### src/rtl/div_pkg.sv
// Shared types and constants for the sequential divider controller.
// Optional feature macro: DIV_ZERO_FAST_EN (divide-by-zero short-circuit).
package div_pkg;
  typedef enum logic [1:0] {
    IDLE = 2'd0,
    BUSY = 2'd1,
    DONE = 2'd2
  } divState_t;

  localparam int DIV_ITERS = 32;
  localparam int DIV_CNT_W = 5;
  localparam logic [31:0] DBZ_QUO = 32'hFFFF_FFFF;
endpackage

### src/rtl/div_step.sv
// One restoring-division iteration on a WIDTH+1-bit partial remainder.
// Purely combinational so it can be checked exhaustively at small WIDTH.
module div_step #(
  parameter int WIDTH = 32
) (
  input  logic [WIDTH:0]   rem,
  input  logic [WIDTH-1:0] quo,
  input  logic [WIDTH-1:0] divisor,
  output logic [WIDTH:0]   remNext,
  output logic [WIDTH-1:0] quoNext
);
  logic [WIDTH+1:0] shRem;
  logic             ge;

  always_comb begin
    shRem   = {rem, quo[WIDTH-1]};
    ge      = shRem >= {2'b00, divisor};
    remNext = ge ? (WIDTH+1)'(shRem - {2'b00, divisor})
                 : shRem[WIDTH:0];
    quoNext = {quo[WIDTH-2:0], ge};
  end
endmodule

### src/rtl/div_seq_ctrl.sv
// Iterative DIV/DIVU controller for the execute stage; stalls F/D/E while busy.
// Optional: define DIV_ZERO_FAST_EN to finish divide-by-zero in one cycle.
module div_seq_ctrl
  import div_pkg::*;
#(
  parameter int WIDTH = DIV_ITERS
) (
  input  logic             clk,
  input  logic             rst,
  input  logic             start_i,
  input  logic             signed_i,
  input  logic [WIDTH-1:0] opa_i,
  input  logic [WIDTH-1:0] opb_i,
  input  logic             annul_i,
  output logic             stall_o,
  output logic             busy_o,
  output logic             ready_o,
  output logic [WIDTH-1:0] hi_o,
  output logic [WIDTH-1:0] lo_o
);
  localparam int CNT_W = (WIDTH > 1) ? $clog2(WIDTH) : 1;
  localparam logic [CNT_W-1:0] LAST = CNT_W'(WIDTH - 1);

  divState_t        state;
  logic [CNT_W-1:0] cnt;
  logic [WIDTH:0]   rem;
  logic [WIDTH-1:0] quo;
  logic [WIDTH-1:0] divisor;
  logic             quoNeg;
  logic             remNeg;
  logic [WIDTH-1:0] hiR;
  logic [WIDTH-1:0] loR;
`ifndef DIV_ZERO_FAST_EN
  logic             dbz;
  logic [WIDTH-1:0] aRaw;
`endif

  logic [WIDTH-1:0] absA;
  logic [WIDTH-1:0] absB;
  logic             bZero;
  logic             accept;
  logic [WIDTH:0]   nxtRem;
  logic [WIDTH-1:0] nxtQuo;
  logic [WIDTH-1:0] remFix;
  logic [WIDTH-1:0] quoFix;

  div_step #(.WIDTH(WIDTH)) uStep (
    .rem     (rem),
    .quo     (quo),
    .divisor (divisor),
    .remNext (nxtRem),
    .quoNext (nxtQuo)
  );

  always_comb begin
    absA   = (signed_i && opa_i[WIDTH-1]) ? -opa_i : opa_i;
    absB   = (signed_i && opb_i[WIDTH-1]) ? -opb_i : opb_i;
    bZero  = (opb_i == '0);
    accept = (state == IDLE) && start_i && !annul_i;
    remFix = remNeg ? -nxtRem[WIDTH-1:0] : nxtRem[WIDTH-1:0];
    quoFix = quoNeg ? -nxtQuo : nxtQuo;
`ifndef DIV_ZERO_FAST_EN
    // Divide-by-zero runs the full iteration; the result is substituted here.
    if (dbz) begin
      remFix = aRaw;
      quoFix = {WIDTH{DBZ_QUO[0]}};
    end
`endif
  end

  always_ff @(posedge clk) begin
    if (rst) begin
      state   <= IDLE;
      cnt     <= '0;
      rem     <= '0;
      quo     <= '0;
      divisor <= '0;
      quoNeg  <= 1'b0;
      remNeg  <= 1'b0;
      hiR     <= '0;
      loR     <= '0;
`ifndef DIV_ZERO_FAST_EN
      dbz     <= 1'b0;
      aRaw    <= '0;
`endif
    end else begin
      unique case (state)
        IDLE: begin
          if (accept) begin
            rem     <= '0;
            quo     <= absA;
            divisor <= absB;
            cnt     <= '0;
            quoNeg  <= signed_i & (opa_i[WIDTH-1] ^ opb_i[WIDTH-1]);
            remNeg  <= signed_i & opa_i[WIDTH-1];
`ifdef DIV_ZERO_FAST_EN
            if (bZero) begin
              hiR   <= opa_i;
              loR   <= {WIDTH{DBZ_QUO[0]}};
              state <= DONE;
            end else begin
              state <= BUSY;
            end
`else
            dbz     <= bZero;
            aRaw    <= opa_i;
            state   <= BUSY;
`endif
          end
        end
        BUSY: begin
          if (annul_i) begin
            state <= IDLE;
          end else begin
            rem <= nxtRem;
            quo <= nxtQuo;
            cnt <= cnt + 1'b1;
            if (cnt == LAST) begin
              hiR   <= remFix;
              loR   <= quoFix;
              state <= DONE;
            end
          end
        end
        DONE: state <= IDLE;
        default: state <= IDLE;
      endcase
    end
  end

  assign busy_o  = (state != IDLE);
  assign stall_o = (state == BUSY) || accept;
  assign ready_o = (state == DONE) && !annul_i;
  assign hi_o    = hiR;
  assign lo_o    = loR;
endmodule

### config.mk
export PLATFORM = sky130hd
export DESIGN_NAME = div_seq_ctrl
export DESIGN_NICKNAME = d
export VERILOG_FILES = /design/src/rtl/div_pkg.sv /design/src/rtl/div_step.sv /design/src/rtl/div_seq_ctrl.sv
export SDC_FILE = /design/constraint.sdc
export NUM_CORES = 1
export LEC_CHECK = 0
export CAP_MARGIN = 10
export CORE_MARGIN = 2
export CORE_UTILIZATION = 55
export DETAILED_ROUTE_END_ITERATION = 10
export PLACE_DENSITY = 0.88
export SLEW_MARGIN = 25
export SYNTH_ARGS = -nofsm -noshare
export SYNTH_HDL_FRONTEND = slang
export SYNTH_SLANG_ARGS = --single-unit
### constraint.sdc
create_clock -name clk -period 5.9 [get_ports clk]
set_input_delay 0.59 -clock clk [delete_from_list [all_inputs] [get_ports clk]]
set_output_delay 0.59 -clock clk [all_outputs]
set_load 0.01 [all_outputs]
# == After elaboration in Yosys (flattened, before gate mapping) ==
# Index checks and enable logic that the tools add are counted.
# totals
reg_bits,203
out_inout_bits,67
elab_cells,63
# classes
n_eq_ne,6
addsub,6
n_reduce_logical,15
n_bitwise,4
mux,20
order_cmp,1
# op_table
op,count
2-to-1 mux 32 bit,8
negation 32 bit,4
2-to-1 mux 33 bit,3
case mux 33 bit (2 select lines),1
case mux 32 bit (2 select lines),1
greater-or-equal comparator 34 x 32 -> 1 bit,1
subtractor 33 x 32 -> 33 bit,1
zero test 32 bit,1
2-to-1 mux 5 bit,2
case mux 5 bit (2 select lines),1
2-to-1 mux 2 bit,3
AND reduction 3 bit,2
adder 5 x 1 -> 5 bit (second input constant),1
equality test 5 bit (second input constant),1
logical AND 1 bit,5
!= test 2 bit (second input constant),2
case mux 2 bit (2 select lines),1
AND reduction 2 bit,2
nonzero test 2 bit,2
!= test 3 bit (second input constant),1
bitwise AND 1 bit,2
equality test 2 x 1 -> 1 bit (second input constant),1
equality test 2 bit (second input constant),1
zero test 2 bit,1
other kinds (4),4

# == Longest topological paths before layout ==
# logic_depth
word_depth,5
ltp_mapped,25
mapped_depth_nobuf,21

# == Hierarchy ==
# From an unflattened synthesis, not the netlist that was laid out.
# hier_totals
hier_cells,1719
hier_area_um2,13196.4
# modules_own_cells
module,seq_area_each_um2,instances,cells_each,area_each_um2
div_seq_ctrl,4063.9,1,1341,10765.3
div_step,0.0,1,378,2431.1

# == Least setup slack after synthesis ==
# OpenSTA, ideal clock, no wires.
# synth_path
path_kind,flip-flop to flip-flop
from,register quo[31]
to,register hiR[26] (netlist: hi_o[26])
required_ps,5805
setup_slack_ps,817
stages_incl_launch_ff,25
period_less_slack_ps,5083
arrival_ps,4987
path_buffers,4
setup_ps,95
path_cell_list,dfxtp_1 -> inv_1 -> ha_1 -> inv_1 -> fa_1 -> a21o_1 -> a221oi_4 -> nor4_2 -> o211ai_1 -> nand2_2 -> buf_4 -> buf_4 -> buf_2 -> buf_2 -> o21ai_0 -> ha_1 -> nand3_1 -> or4_1 -> nor4_1 -> a41oi_1 -> a211oi_1 -> nand4_1 -> o21ai_0 -> xor2_1 -> a221oi_1
# synth_via
elab_chain_len,5
# synth_rtl
element,line,rtl
"start, declared",div_seq_ctrl.sv:27,logic [WIDTH-1:0] quo;
"start signal, assigned",div_seq_ctrl.sv:91,quo <= absA;
"start signal, assigned",div_seq_ctrl.sv:116,quo <= nxtQuo;
subtractor 33 x 32 -> 33 bit / greater-or-equal comparator 34 x 32 -> 1 bit (equally long branches),"div_step.sv:18, div_step.sv:17",
2-to-1 mux 33 bit (*),div_step.sv:18,"remNext = ge ? (WIDTH+1)'(shRem - {2'b00, divisor})"
negation 32 bit,div_seq_ctrl.sv:60,remFix = remNeg ? -nxtRem[WIDTH-1:0] : nxtRem[WIDTH-1:0];
2-to-1 mux 32 bit (*),div_seq_ctrl.sv:60,
2-to-1 mux 32 bit (*),div_seq_ctrl.sv:64,if (dbz) begin
"end signal, assigned",div_seq_ctrl.sv:119,hiR <= remFix;
"end, declared",div_seq_ctrl.sv:31,logic [WIDTH-1:0] hiR;
# Mark *: on every way between the ends. The rest lies on a longest branch, timed or not.
# A chain may end at the register's enable or synchronous reset.

# == Worst setup path after layout ==
# layout_path
from,register quo[31]
to,register hiR[30] (netlist: hi_o[30])
# Same word-level chain as after synthesis.

==> results.toml <==
[pwr]
peakVddDrop_uv = 253
power.density_nw_per_um2 = 253
leakagePower_nw = 5.84
total_power_w = 0.00393

[critical_path]
criticalPathCategory = "flop to flop"
path_buf_inv = 3
worstPathCellList = "inv_1 > ha_1 > inv_1 > fa_1 > a21o_1 > a221oi_4 > nor4_2 > o211ai_1 > buf_4 > nand2_2 > o21ai_0 > ha_1 > nand3_1 > or4_1 > nor4_1 > a41oi_1 > a211oi_1 > nand4_1 > o21ai_0 > xor2_1 > a221oi_1"
cp.required_ns = 6.31
critical_path_arrival_ns = 5.85
cpMaxStageDelayCell = "or4_1"
worstSetupEndpointType = "flop"
cp_max_fo = 15
slowest_delay_ns = 0.46
startpoint_type = "flop"
path_delay_family = "compound AO/OA/AOI/OAI gates"

[global_routing]
grt_pass1_wl_um = 67200
antenna_found_initial = 0
grtUsageTotal_pct = 32.0
grt_pass1_vias = 12700
grt_max_degree = 82
overflow = 0

[clocking]
path_clk_slew_ns = 0.06
cts_made_buffers = 25
cts-hold-fix-buffers = 0
htreeDepth = 1
clock_latency_ns = 0.52
cts_tree = "built"
clock-root-buffer = "clkbuf_16"
cts_resized = 0
cts_setup_buffers = 0
clockBufferDepth = 3
clock_sinks = 203

[logic_synthesis]
async_flop_share_pct = 0
synth-xor-area-share_pct = 8.09
ys_warn_count = 0
seq_area_frac_synth_pct = 30.8
synth.distinct_cells = 77
synthesis.nets = 1891
synth_top_flop_cell = "dfxtp_1"
synth_top_family_by_area = "compound AO/OA/AOI/OAI gates"
synth-seq-cells = 203
synth_edf_count = 0
synth-simple-area-share_pct = 22.5
netlist_instances = 1783
synth-compound-area-share_pct = 28.7
synth_area_per_cell_um2 = 7.41
synth_fa_ha_area_share_pct = 3.75
netlist_area_um2 = 13200
synthMuxAreaShare_pct = 1.08

[sta]
post-route-min-period_ns = 5.44
finalMaxSlewViolations = 0
layout_setup_ws_ns = 0.460
clock_skew_ns = 0.0103
max_slew.worst_pin.slew_ns = 1.01
period_share_pct = 92.2
fmax_mhz = 184
slew_headroom_pct = 32.2
rsz0062_at_grt = "false"
finalSetupViolations = 0
fin_tns_setup_ns = 0
hold_viol = 0

[drt]
drtPass1Iterations = 5
drt_iter0_drc = 1606
viasPerCell = 6.40
route.detailed.drc = 0
routed_wl_um = 42300
dr_total_vias = 14000
antenna_left = 0
routedWlPerCell_um = 19.4

[floorplanning]
rows = 56
initial_core_util_pct = 56.1
io_pins = 136
die_y_um = 159
die_x_um = 159
core_area_um2 = 23500
fp.dieArea_um2 = 25300

[placement]
gp_congestion = 1.00
pre_cts_ws_ns = 0.645
port_buffers = 135
dp_hpwl_um = 30500

[run]
max_cap_viol_count = 0

[run_status]
outcome = "finished, final reports clean"

[cells_and_area]
syn_to_final_growth_pct = 17.5
drive_gt1_share_pct = 4.99
final_nets = 1955
mostFrequentLayoutCells = "nor2_1 (219), nand2_1 (207), dfxtp_1 (202), a21oi_1 (175), clkdlybuf4s50_1 (134)"
final_common_cell = "nor2_1"
fillers = 1996
diodes = 0

[min_path]
hold_class = "input port to flop"
[sequential cells by signal (all words and copies together) (netlist names)]
| signal | count |
|---|---|
| quoNeg | 1 |
| state | 2 |
| dbz | 1 |
| cnt | 5 |
| lo_o | 32 |
| hi_o | 32 |
| divisor | 32 |
| remNeg | 1 |
| quo | 32 |
| rem | 33 |
| aRaw | 32 |
[final cells by class]
type                       instances  area [µm²]  share of cell area, %
clock inverter                     9         149                  0.959
clock buffer                      35         723                   4.66
timing repair buffer             153        1480                   9.56
tap                              319         399                   2.57
inverter                          55         206                   1.33
sequential                       203        4070                   26.2
multi-input combinational       1409        8490                   54.7
[where the power goes]
part | internal [W] | leakage [nW] | total [W] | switching, W
Sequential | 0.00142 | 1.65 | 0.00146 | 0.0000430
Clock | 0.00102 | 0.432 | 0.00162 | 0.000595
Combinational | 0.000303 | 3.76 | 0.000854 | 0.000551
[cell families after synthesis]
group                      after synthesis
AOI/OAI and AO/OA                      590
xor gates and xnor gates               122
adders and majority gates               39
buffers and inverters                  171
DFF                                    203
muxes                                   14
and+or+nand+nor                        644
[path summary, 6_finish.rpt]
kind,cells past startpoint,to,slack (ns),startpoint
hold reg to reg,2,aRaw[2],0.46,aRaw[2]
setup reg to reg,21,hi_o[30],0.46,quo[31]
hold / removal,2,quo[3],0.45,rst
setup / recovery,21,hi_o[30],0.46,quo[31]
[stage by stage]
step	cell area (µm²)	hold WS, ns	util (%)	instances
detailed placement	14600	0.447	62.2	2139
CTS	15500	0.435	65.9	2183
global placement	14600	0.442	62.2	2139
global route	15500	0.459	65.9	2183
finish	15500	0.450	65.9	2183
floorplan	13200	0.431	-	1783
[cells in the mapped netlist (all sizes together) (5+ instances only)]
cell / n / share of area, %
a21oi: 176 / 6.7
xor2: 75 / 5.0
a21o: 13 / 0.74
a221oi: 8 / 0.71
o21ai: 125 / 4.8
a211oi: 72 / 4.1
or2: 9 / 0.43
nor2: 221 / 6.3
nor4b: 7 / 0.46
mux2i: 12 / 0.91
nor3: 35 / 1.3
nand2b: 6 / 0.28
a211o: 5 / 0.33
a31oi: 29 / 1.4
buf: 21 / 0.85
and4: 5 / 0.33
o211ai: 18 / 1.0
o21a: 9 / 0.51
inv: 53 / 1.5
nand2: 208 / 5.9
and2: 15 / 0.71
clkbuf: 95 / 2.7
nor4: 20 / 1.1
a311oi: 13 / 0.86
o31ai: 34 / 2.0
or4: 16 / 0.97
o22ai: 10 / 0.47
nand3b: 5 / 0.28
and3: 9 / 0.43
o211a: 7 / 0.53
dfxtp: 203 / 31
o41ai: 13 / 1.0
nand4: 9 / 0.43
ha: 38 / 3.6
nand3: 30 / 1.1
xnor2: 47 / 3.1
o2111ai: 5 / 0.33
or3: 41 / 2.0
a22oi: 28 / 1.6
[metal layers]
layer  vias up  track usage, %  wire length, µm
met3       109            3.86             3540
met5         -               0                0
met2       716            52.4            19600
met1      6537            44.1            17700
met4         0            10.0             1470
li1       6599               -                -
Power figures use the tool's default switching activity.
